**src/rtl/crossbar_scheduler.sv**
```systemverilog
// ============================================================================
// Module   : crossbar_scheduler
// Brief    : 4x4 crossbar scheduler, one round-robin burst-limited arbiter
//            per output, fully registered grant/select/enable outputs.
// Revision : 1.0
// ============================================================================
`default_nettype none

module crossbar_scheduler #(
    parameter int MAX_BURST = 4
) (
    input  logic       clk,
    input  logic       rst,
    input  logic [3:0] req,
    input  logic [1:0] dst1,
    input  logic [1:0] dst2,
    input  logic [1:0] dst3,
    input  logic [1:0] dst4,
    output logic [3:0] gnt,
    output logic [1:0] sel1,
    output logic [1:0] sel2,
    output logic [1:0] sel3,
    output logic [1:0] sel4,
    output logic [3:0] oen
);

    localparam logic [3:0] c_max_burst = 4'(MAX_BURST);

    typedef enum logic {
        IDLE = 1'b0,
        BUSY = 1'b1
    } state_t;

    logic [3:0][1:0] w_dst;
    logic [3:0][1:0] w_owner;

    assign w_dst = {dst4, dst3, dst2, dst1};

    for (genvar o = 0; o < 4; o++) begin : g_arb
        state_t     state_q, state_d;
        logic [1:0] owner_q, owner_d;
        logic [1:0] ptr_q,   ptr_d;
        logic [3:0] cnt_q,   cnt_d;
        logic [3:0] w_cand;

        always_ff @(posedge clk or posedge rst) begin
            if (rst) begin
                state_q <= IDLE;
                owner_q <= 2'd0;
                ptr_q   <= 2'd0;
                cnt_q   <= 4'd0;
            end else begin
                state_q <= state_d;
                owner_q <= owner_d;
                ptr_q   <= ptr_d;
                cnt_q   <= cnt_d;
            end
        end

        always_comb begin
            logic       found;
            logic [1:0] idx;
            state_d = state_q;
            owner_d = owner_q;
            ptr_d   = ptr_q;
            cnt_d   = cnt_q;
            found   = 1'b0;
            idx     = 2'd0;
            for (int i = 0; i < 4; i++) begin
                w_cand[i] = req[i] && (w_dst[i] == 2'(o));
            end
            case (state_q)
                IDLE: begin
                    // First candidate at or after the pointer, wrapping 3->0.
                    for (int k = 0; k < 4; k++) begin
                        idx = ptr_q + 2'(k);
                        if (!found && w_cand[idx]) begin
                            found   = 1'b1;
                            owner_d = idx;
                        end
                    end
                    if (found) begin
                        state_d = BUSY;
                        cnt_d   = 4'd1;
                    end
                end
                BUSY: begin
                    if (w_cand[owner_q] && (cnt_q < c_max_burst)) begin
                        cnt_d = cnt_q + 4'd1;
                    end else begin
                        state_d = IDLE;
                        ptr_d   = owner_q + 2'd1;
                    end
                end
                default: state_d = IDLE;
            endcase
        end

        // Owner is retained in IDLE, so it doubles as the held select value.
        assign w_owner[o] = owner_q;
        assign oen[o]     = (state_q == BUSY);
    end

    assign sel1 = w_owner[0];
    assign sel2 = w_owner[1];
    assign sel3 = w_owner[2];
    assign sel4 = w_owner[3];

    always_comb begin
        gnt = 4'b0000;
        for (int o = 0; o < 4; o++) begin
            if (oen[o]) begin
                gnt[w_owner[o]] = 1'b1;
            end
        end
    end

endmodule

`default_nettype wire

```
**config.mk**
```make
export PLATFORM = sky130hd
export DESIGN_NAME = crossbar_scheduler
export DESIGN_NICKNAME = d
export VERILOG_FILES = /design/src/rtl/crossbar_scheduler.sv
export SDC_FILE = /design/constraint.sdc
export NUM_CORES = 1
export LEC_CHECK = 0
export ABC_AREA = 1
export BUFFER_PORTS_ARGS = -buffer_cell sky130_fd_sc_hd__buf_2
export CAP_MARGIN = 20
export CORE_AREA = 2 2 94 78
export CTS_CLUSTER_DIAMETER = 50
export CTS_CLUSTER_SIZE = 10
export DETAILED_ROUTE_END_ITERATION = 6
export DIE_AREA = 0 0 96 80
export GPL_TIMING_DRIVEN = 0
export PLACE_DENSITY_LB_ADDON = 0.2
export SETUP_SLACK_MARGIN = 0.2
export SLEW_MARGIN = 20
export SYNTH_ARGS = -nofsm -noshare
export SYNTH_HDL_FRONTEND = slang
export SYNTH_SLANG_ARGS = --single-unit
export TNS_END_PERCENT = 5
```
**constraint.sdc**
```tcl
create_clock -name clk -period 4.8 [get_ports clk]
set_input_delay 0.48 -clock clk [delete_from_list [all_inputs] [get_ports clk]]
set_output_delay 0.48 -clock clk [all_outputs]
set_load 0.05 [all_outputs]
```
==> impl_results.md, run 1 <==
- Outcome: completed
- GR Overflow Total: 0
- Port Buffers: 29
- Layout Nets: 516
- Synth cell types: 29
- Initial DRC Count: 107
- Drt pass-1 iters: 4
- Share of layout cells above drive strength 1: 0.164
- Register area share after synthesis: 0.306
- Antenna diodes: 0
- TritonCTS Buffers: 5
- RSZ-0062 raised after global routing: false
- Final setup viols: 0
- Area grow syn2layout: 12.2%
- Multi-input combinational cell area: 1750 µm²
- Max-cap violations: 0
- CP Launch Point: sel3[0]$_DFFE_PP0P_
- DRC: 0
- CTS Root Cell: clkbuf_8
- Fin worst setup slack: 2.74 ns
- Crit-path max FO: 8
- Cell row count: 27
- Number of global-route vias before repair: 2482
- Fillers: 690
- Vias: 2761
- Number of top-level pins: 30
- Clock Sink Count: 36
- Die H: 80 µm
- Mapped Avg Cell Area: 6.62 µm²
- Synth warnings: 0
- Initial Util: 0.438
- First-pass GRT wire length: 11.1 mm
- Reg-to-reg critical path startpoint: g_arb[2].ptr_q[0]$_DFFE_PP0P_
- R2R Setup Slk: 3.07 ns
- Setup CP Type: reg2out
- H-tree lvl count: 2
- Final Hold Viols: 0
- Syn nets: 479
- FF+latch area: 901 µm²
- #FFs+latches synth: 36
- WL final: 6.45 mm
- Headroom to the max-slew limit: 0.727
- Post-DP HPWL: 5.18 mm
- ANT nets after route: 0
- Final period util: 0.430
- Clock Path Buffers: 2
- DR vias/cell: 4.85
- Fmax: 484 MHz
- Worst Path Required: 4.32 ns
- Mapped Area: 2950 µm²
- Worst Max-Slew Pin Slew: 0.409 ns
- Aggregate global-route resource usage: 0.183
- CTS resizes: 0
- Post-layout min period: 2.06 ns
- Syn Inst Count: 445
- CP Capture Type: output pin
- GP Congestion: 0.908
- Critical Path AT: 1.58 ns
- Core Region: 6720 µm²
- CTS clk-pin slew, worst paths: 0.07 ns
- Post-Place Worst Slack: 2.86 ns
- Clk_lat worst skew: 0.28 ns
- Hold_ws: 0.178 ns
- Max Slew Vio Count: 0
- Die width: 96 µm
- Setup crit start kind: flop
- Total negative setup slack: 0 ns
- DIE AREA: 7680 µm²
- CTS tree: built
- Skew final: 0.00611 ns
- Initial antenna violation count: 0
- Largest net degree at the start of global routing: 21
- Post CTS Setup Buffer Count: 0
- Hold_buf cts: 0
- Routed wire per std cell: 11.3 µm
- Worst Hold Class: in2async
kinds of logic (layout without fill, tap and decap cells):
family / count (synthesis) / after routing / share of synthesized area
AO/OA/AOI/OAI: 23 / 23 / 0.0501
multiplexers: 1 / 1 / 0.00340
AND/OR/NAND/NOR: 293 / 293 / 0.435
XOR/XNOR: 4 / 4 / 0.0195
flip-flops: 36 / 36 / 0.306
adder cells (fa/ha/maj): 20 / 20 / 0.0850
buffers and inverters: 68 / 105 / 0.102
stage by stage:
step / util / std cells / cell area (µm²)
after floorplan: - / 445 / 2950
after global placement: 0.476 / 561 / 3200
after detailed placement: 0.480 / 562 / 3230
after CTS: 0.492 / 569 / 3300
after global routing: 0.492 / 569 / 3300
final: 0.492 / 569 / 3300
cell usage in the layout, fill, tap and decap left out:
| master | instances |
|---|---|
| clkinv_4 | 1 |
| nand3_1 | 69 |
| buf_16 | 1 |
| inv_1 | 48 |
| o22ai_1 | 1 |
| o21ai_4 | 2 |
| clkbuf_1 | 1 |
| buf_6 | 2 |
| xnor2_1 | 1 |
| or2_0 | 2 |
| nor2_2 | 3 |
| buf_2 | 29 |
| nor2_1 | 26 |
| clkbuf_8 | 5 |
| xor2_2 | 3 |
| o211ai_1 | 1 |
| dfrtp_1 | 36 |
| nand4_1 | 11 |
| nand3_2 | 1 |
| nor2_4 | 1 |
| nand2_1 | 168 |
| nand2_2 | 10 |
| inv_2 | 10 |
| a21oi_1 | 5 |
| o21a_1 | 1 |
| o21ai_2 | 1 |
| nand2_4 | 2 |
| buf_4 | 6 |
| o21ai_0 | 8 |
| ha_1 | 20 |
| mux2i_1 | 1 |
| o21ai_1 | 4 |
| clkinv_2 | 2 |
synth_stat cells:
cell type,instances,area [µm²]
nand3_1,69,345
mux2i_1,1,10.0
o21a_1,1,7.51
o211ai_1,1,7.51
ha_1,20,250
nand2_1,168,631
clkinv_4,1,8.76
nor2_4,1,11.3
xnor2_1,1,8.76
dfrtp_1,36,901
nand4_1,11,68.8
o21ai_2,1,8.76
nand2_4,2,22.5
o21ai_4,2,32.5
inv_2,9,33.8
o21ai_0,8,40.0
nor2_1,26,97.6
or2_0,2,12.5
nand2_2,10,62.6
xor2_2,3,48.8
buf_6,2,22.5
inv_1,49,184
o22ai_1,1,6.26
nand3_2,1,10.0
a21oi_1,5,25.0
o21ai_1,4,20.0
nor2_2,3,18.8
clkinv_2,1,5.00
buf_4,6,45.0
final cells by class:
type	instances	area share
buffer	8	0.0204
timing repair buffer	30	0.0523
tap	87	0.0329
inverter	60	0.0700
multi-input combinational	341	0.528
clock buffer	6	0.0220
sequential	36	0.273
clock inverter	1	0.00151
metal layers:
| layer | share of wire | track usage | up-vias | wire, µm |
|---|---|---|---|---|
| li1 | - | - | 1476 | - |
| met1 | 0.53 | 0.265 | 1231 | 3420 |
| met2 | 0.41 | 0.274 | 47 | 2650 |
| met3 | 0.051 | 0.0359 | 7 | 328 |
| met4 | 0.0085 | 0.0500 | 0 | 55 |
| met5 | 0 | 0 | - | 0 |
worst max-delay path, stage by stage (launching register included):
cell and delay, ns:
dfrtp_1 0.52, inv_1 0.15, ha_1 0.23, nand2_1 0.06, nand4_1 0.11, buf_2 0.23
registers in the layout (all words and copies together), names as in the netlist:
name	cells
sel4	2
g_arb.cnt_q	16
g_arb.ptr_q	8
sel2	2
sel3	2
sel1	2
g_arb.state_q	4
worst paths after layout:
path | to | cells after the start
worst max register to register | sel3[1]$_DFFE_PP0P_ | 11
min in group clk | g_arb[3].cnt_q[3]$_DFFE_PP0P_ | 2
worst min register to register | g_arb[3].cnt_q[3]$_DFFE_PP0P_ | 2
worst min-delay path | g_arb[2].state_q$_DFF_PP0_ | 2
worst max-delay path | gnt[0] | 5
max in group asynchronous | g_arb[0].ptr_q[0]$_DFFE_PP0P_ | 3
Power of run 1 is left out: the tool's default activity adds up to more than one toggle a clock period on the data nets, which glitch-free logic cannot reach.
==> run 2, diff against run 1 <==
==> constraint.sdc (replaced) <==
create_clock -name clk -period 1.8 [get_ports clk]
set_input_delay 0.18 -clock clk [delete_from_list [all_inputs] [get_ports clk]]
set_output_delay 0.18 -clock clk [all_outputs]
set_load 0.05 [all_outputs]
==> run 2 against run 1 <==
Die area stayed put; core utilization is 4.6 points higher; routed wire length is 8.6% higher; via count is 4.8% higher; cell area is 9.3% higher; sequential cell count stayed put; global-route usage is 1.4 points higher; first-iteration DRC count is 1.9% lower; non-clock buffer count is 22 higher; worst setup slack worse by 2.6 ns; clock skew is 0.0039 ns lower; register-to-register slack worse by 2.9 ns; critical path type is now reg2reg; highest routed layer unchanged.
==> impl_results.md, run 2 (same netlist as run 1, synthesis figures left out) <==
- Headroom to the max-slew limit: 0.785 (+0.0584)
- Critical Path AT: 1.86 ns (+0.28 ns)
- Fmax: 597 MHz
- Total negative setup slack: 0 ns (unchanged)
- Post-Place Worst Slack: 0.0569 ns (-2.80 ns)
- Highest-count cells in the layout ignoring fill and taps: nand2_1 (155), nand3_1 (64), inv_1 (46)
- WL final: 7.01 mm (+8.6%)
- Share of layout cells above drive strength 1: 0.258 (+0.0940)
- Commonest non-fill, non-tap cell in the layout: nand2_1
- GP Congestion: 0.893 (-1.7%)
- Number of flip-flops in the largest register: 16 (unchanged)
- Vias: 2893 (+4.8%)
- Crit-path cells: buf_6, xor2_4, nand3_2, o21ai_2, nor2_4, nand2_2, o21ai_4, nor2_1, nand2_1, nand2_1
- TritonCTS Buffers: 5 (unchanged)
- Antenna diodes: 0 (unchanged)
- Cell family with most CP delay: simple AND/OR/NAND/NOR gates
- CTS clk-pin slew, worst paths: 0.07 ns (about the same)
- Layout Nets: 538 (+4.3%)
- Cell row count: 27 (unchanged)
- Clock Path Buffers: 2 (unchanged)
- Drt pass-1 iters: 4 (unchanged)
- Crit-path max FO: 8 (unchanged)
- Number of top-level pins: 30 (unchanged)
- Fin worst setup slack: 0.124 ns (-2.61 ns)
- DIE AREA: 7680 µm² (unchanged)
- GR Overflow Total: 0 (unchanged)
- Post-DP HPWL: 5.28 mm (+1.9%)
- Largest registers: g_arb.cnt_q: 16 flops, g_arb.ptr_q: 8 flops, g_arb.state_q: 4 flops
- Initial DRC Count: 105 (-1.9%)
- Worst Path Required: 1.98 ns (-2.34 ns)
- Final setup viols: 0 (unchanged)
- CTS Root Cell: clkbuf_8
- Biggest register: g_arb.cnt_q
- CP Capture Type: flop
- Multi-input combinational cell area: 1850 µm² (+6.2%)
- Skew final: 0.00217 ns (-0.00394 ns)
- Final period util: 0.931
- Cell mode on critical path: nand2_1
- Post-layout min period: 1.68 ns
- RSZ-0062 raised after global routing: true
- ANT nets after route: 0 (unchanged)
- Initial Util: 0.438 (unchanged)
- Number of global-route vias before repair: 2634 (+6.1%)
- DR vias/cell: 4.90 (+0.88%)
- CTS tree: built
- Worst Max-Slew Pin Slew: 0.320 ns (-0.0891 ns)
- Clock Sink Count: 36 (unchanged)
- First-pass GRT wire length: 11.8 mm (+6.6%)
- Largest net degree at the start of global routing: 26 (+24%)
- Port Buffers: 29 (unchanged)
- H-tree lvl count: 2 (unchanged)
- Setup CP Type: reg2reg
- Initial antenna violation count: 0 (unchanged)
- Final Hold Viols: 0 (unchanged)
- Clk_lat worst skew: 0.29 ns (about the same)
- Core Region: 6720 µm² (unchanged)
- FF+latch area: 911 µm² (+1.1%)
- Die width: 96 µm (unchanged)
- Outcome: completed
- CP peak stage delay: 0.38 ns (-0.14 ns)
- Aggregate global-route resource usage: 0.197 (+0.0143)
- Max Slew Vio Count: 0 (unchanged)
- Hold_ws: 0.374 ns (+0.196 ns)
- Die H: 80 µm (unchanged)
- Routed wire per std cell: 11.9 µm (+4.5%)
- Fillers: 692 (+0.29%)
- Worst path buffer plus inverter count: 1 (-1)
- Area grow syn2layout: 22.6%
- CP max stage cell: dfrtp_1
- DRC: 0 (unchanged)
- Worst Hold Class: in2async
- Setup crit start kind: flop
- Max-cap violations: 0 (unchanged)
-- run 2: what timing repair did --
action | CTS | global route
resized for setup | 8 | 27
setup buffers | 17 | 4
pin swaps | 13 | 15
hold buffers | 1 | 0
endpoints found under the setup margin | 26 | 32
hold endpoints to repair | 11 | 0
-- run 2: worst min-delay path: cells and delay by family --
| kind | cells | cell delay, ns |
|---|---|---|
| buffers and inverters | 3 | 0.87 |
-- run 2: routing by layer --
layer	wire length, µm	vias to the layer above	GRT usage
met5	0	-	0
met1	3450	1336	0.265
met3	135	7	0.0453
met2	3360	30	0.325
li1	-	1520	-
met4	62	0	0.0343
-- run 2: cell type report --
class	instances	share of cell area
Multi-Input combinational cell	341	0.513
Inverter	60	0.0662
Tap cell	87	0.0301
Timing Repair Buffer	52	0.0970
Clock inverter	1	0.00139
Sequential cell	36	0.252
Clock buffer	6	0.0201
Buffer	8	0.0198
-- run 2: path summary, 6_finish.rpt --
check | slack, ns | end | start | depth (start not counted)
setup / recovery | 0.12 | sel4[1]$_DFFE_PP0P_ | g_arb[3].ptr_q[0]$_DFFE_PP0P_ | 10
setup reg to reg | 0.12 | sel4[1]$_DFFE_PP0P_ | g_arb[3].ptr_q[0]$_DFFE_PP0P_ | 10
hold reg to reg | 0.50 | g_arb[0].cnt_q[3]$_DFFE_PP0P_ | g_arb[0].cnt_q[3]$_DFFE_PP0P_ | 2
hold / removal | 0.37 | g_arb[3].ptr_q[1]$_DFFE_PP0P_ | rst | 3
max in group asynchronous | 0.99 | sel3[0]$_DFFE_PP0P_ | rst | 4
min in group clk | 0.50 | g_arb[0].cnt_q[3]$_DFFE_PP0P_ | g_arb[0].cnt_q[3]$_DFFE_PP0P_ | 2
-- run 2: per-stage QoR --
| stage | cell area, µm² | std cells | util |
|---|---|---|---|
| 2_1_floorplan | 2960 | 445 | - |
| 3_3_place_gp | 3210 | 561 | 0.477 |
| 3_5_place_dp | 3230 | 562 | 0.480 |
| 4_1_cts | 3480 | 587 | 0.518 |
| 5_1_grt | 3610 | 591 | 0.537 |
| 6_report | 3610 | 591 | 0.537 |
Power of run 2 is left out for the same reason.
==> run 3, diff against run 2 <==
--- a/config.mk
+++ b/config.mk
@@ -8,11 +8,11 @@
 export ABC_AREA = 1
 export BUFFER_PORTS_ARGS = -buffer_cell sky130_fd_sc_hd__buf_2
 export CAP_MARGIN = 20
-export CORE_AREA = 2 2 94 78
+export CORE_AREA = 2 2 99 82
 export CTS_CLUSTER_DIAMETER = 50
 export CTS_CLUSTER_SIZE = 10
 export DETAILED_ROUTE_END_ITERATION = 6
-export DIE_AREA = 0 0 96 80
+export DIE_AREA = 0 0 101 84
 export GPL_TIMING_DRIVEN = 0
 export PLACE_DENSITY_LB_ADDON = 0.2
 export SETUP_SLACK_MARGIN = 0.2
==> run 3 against run 2 <==
Routed wire length rose by 0.88%; sequential share of layout area fell by 0.23 points; global-route usage fell by 1.9 points; clock-buffer cell count did not move; sequential cell count did not move; core utilization fell by 5.8 points.
==> impl_results.md, run 3 (same netlist as run 1, synthesis figures left out) <==
- Share of layout cells above drive strength 1: 0.260 (+0.00191)
- Headroom to the max-slew limit: 0.800 (+0.0147)
- Reg-to-reg critical path startpoint: g_arb[3].ptr_q[0]$_DFFE_PP0P_
- Final Hold Viols: 0 (unchanged)
- GR Overflow Total: 0 (unchanged)
- Highest-count cells in the layout ignoring fill and taps: nand2_1 (160), nand3_1 (65), inv_1 (45)
- Skew final: 0.0119 ns (+0.00972 ns)
- Crit-path max FO: 6 (-2)
- Number of flip-flops in the largest register: 16 (unchanged)
- H-tree lvl count: 2 (unchanged)
- Worst Hold Class: in2async
- Die H: 84 µm (+5.0%)
- Drt pass-1 iters: 4 (unchanged)
- Worst Max-Slew Pin Slew: 0.300 ns (-0.0204 ns)
- CTS tree: built
- Reg2Reg Capture Point: sel4[1]$_DFFE_PP0P_
- Routed wire per std cell: 11.8 µm (-0.79%)
- Hold_ws: 0.367 ns (-0.00644 ns)
- Largest registers: g_arb.cnt_q: 16 flops, g_arb.ptr_q: 8 flops, g_arb.state_q: 4 flops
- Total negative setup slack: 0 ns (unchanged)
- Number of top-level pins: 30 (unchanged)
- WL final: 7.07 mm (+0.88%)
- Layout Nets: 541 (+0.56%)
- Fmax: 595 MHz (-0.32%)
- Area grow syn2layout: 23.9%
- TritonCTS Buffers: 5 (unchanged)
- Initial antenna violation count: 0 (unchanged)
- Clk_lat worst skew: 0.29 ns (about the same)
- Number of global-route vias before repair: 2712 (+3.0%)
- Vias: 2852 (-1.4%)
- First-pass GRT wire length: 12.2 mm (+3.4%)
- Antenna diodes: 0 (unchanged)
- CTS Root Cell: clkbuf_8
- Die width: 101 µm (+5.2%)
- Max-cap violations: 0 (unchanged)
- Post-DP HPWL: 5.32 mm (+0.90%)
- Cell count of the worst reg-to-reg path: 13 (+3)
- Setup CP Type: reg2reg
- Final setup viols: 0 (unchanged)
- R2R Setup Slk: 0.12 ns (about the same)
- CP Capture Type: flop
- Cell row count: 29 (+7.4%)
- Clock Sink Count: 36 (unchanged)
- Core Region: 7620 µm² (+13%)
- Setup crit start kind: flop
- DRC: 0 (unchanged)
- Clock Path Buffers: 2 (unchanged)
- Worst Path Required: 2.04 ns (+0.06 ns)
- Final period util: 0.934 (+0.00301)
- Port Buffers: 29 (unchanged)
- Initial DRC Count: 99 (-5.7%)
- Largest net degree at the start of global routing: 26 (unchanged)
- CTS clk-pin slew, worst paths: 0.09 ns (+0.02 ns)
- Biggest register: g_arb.cnt_q
- Aggregate global-route resource usage: 0.178 (-0.0190)
- Max Slew Vio Count: 0 (unchanged)
- Initial Util: 0.387 (-0.0516)
- GP Congestion: 0.823 (-7.8%)
- DR vias/cell: 4.75 (-3.1%)
- Post-layout min period: 1.68 ns (+0.00541 ns)
- ANT nets after route: 0 (unchanged)
- RSZ-0062 raised after global routing: true
- DIE AREA: 8480 µm² (+10%)
- Outcome: completed
- Critical Path AT: 1.92 ns (+0.06 ns)
- Commonest non-fill, non-tap cell in the layout: nand2_1
[run 3: per-stage QoR]
stage | utilization | instance area [µm²] | worst slack (ns) | instances
2_1_floorplan | - | 2960 | 0.190 | 445
3_3_place_gp | 0.422 | 3220 | 0.104 | 567
3_5_place_dp | 0.425 | 3240 | 0.0657 | 568
4_1_cts | 0.461 | 3510 | 0.122 | 596
5_1_grt | 0.479 | 3650 | 0.0187 | 601
6_report | 0.479 | 3650 | 0.119 | 601
[run 3: layout make-up]
cell class              count  area (µm²)
repair buffers             55         364
inverters                  60         236
well taps                  93         116
clock inverters             2        13.8
multi-input cells         341        1850
clock buffers               6        82.6
flip-flops and latches     36         912
plain buffers               8        75.1
fillers                   792        3970
[run 3: timing repair]
| item | in CTS | in global routing |
|---|---|---|
| endpoints found under the setup margin | 25 | 32 |
| cloned | 0 | 0 |
| hold endpoints to repair | 11 | 0 |
| buffers inserted | 19 | 5 |
| pin swaps | 14 | 19 |
| hold buffers | 1 | 0 |
| gates resized for setup | 10 | 23 |
[run 3: worst max path at each step]
stage                                   from  slack, ns             endpoint
2_1_floorplan            sel1[0]$_DFFE_PP0P_       0.19               gnt[2]
3_3_place_gp   g_arb[2].ptr_q[0]$_DFFE_PP0P_       0.10  sel3[1]$_DFFE_PP0P_
3_5_place_dp   g_arb[3].ptr_q[0]$_DFFE_PP0P_       0.07  sel4[0]$_DFFE_PP0P_
4_1_cts        g_arb[2].ptr_q[0]$_DFFE_PP0P_       0.12  sel3[1]$_DFFE_PP0P_
5_1_grt        g_arb[3].ptr_q[0]$_DFFE_PP0P_       0.02  sel4[1]$_DFFE_PP0P_
6_report       g_arb[3].ptr_q[0]$_DFFE_PP0P_       0.12  sel4[1]$_DFFE_PP0P_
[run 3: routing by layer]
metal / up-vias / wire, µm / part of all wire / global-route usage
met3: 5 / 143 / 0.020 / 0.0335
met2: 23 / 3400 / 0.48 / 0.295
met1: 1286 / 3490 / 0.49 / 0.243
met4: 0 / 40 / 0.0057 / 0.0332
met5: - / 0 / 0 / 0
li1: 1538 / - / - / -
[run 3: critical path, cell delays in order (launching register included)]
cell,delay [ns]
dfrtp_1,0.38
buf_6,0.14
buf_4,0.13
nand2_1,0.09
nand2_1,0.10
o21ai_4,0.19
nor2_4,0.07
buf_6,0.11
buf_4,0.13
nand3_1,0.05
nand2_1,0.05
nand3_1,0.07
nand2_1,0.05
nand2_1,0.05
Power of run 3 is left out for the same reason.
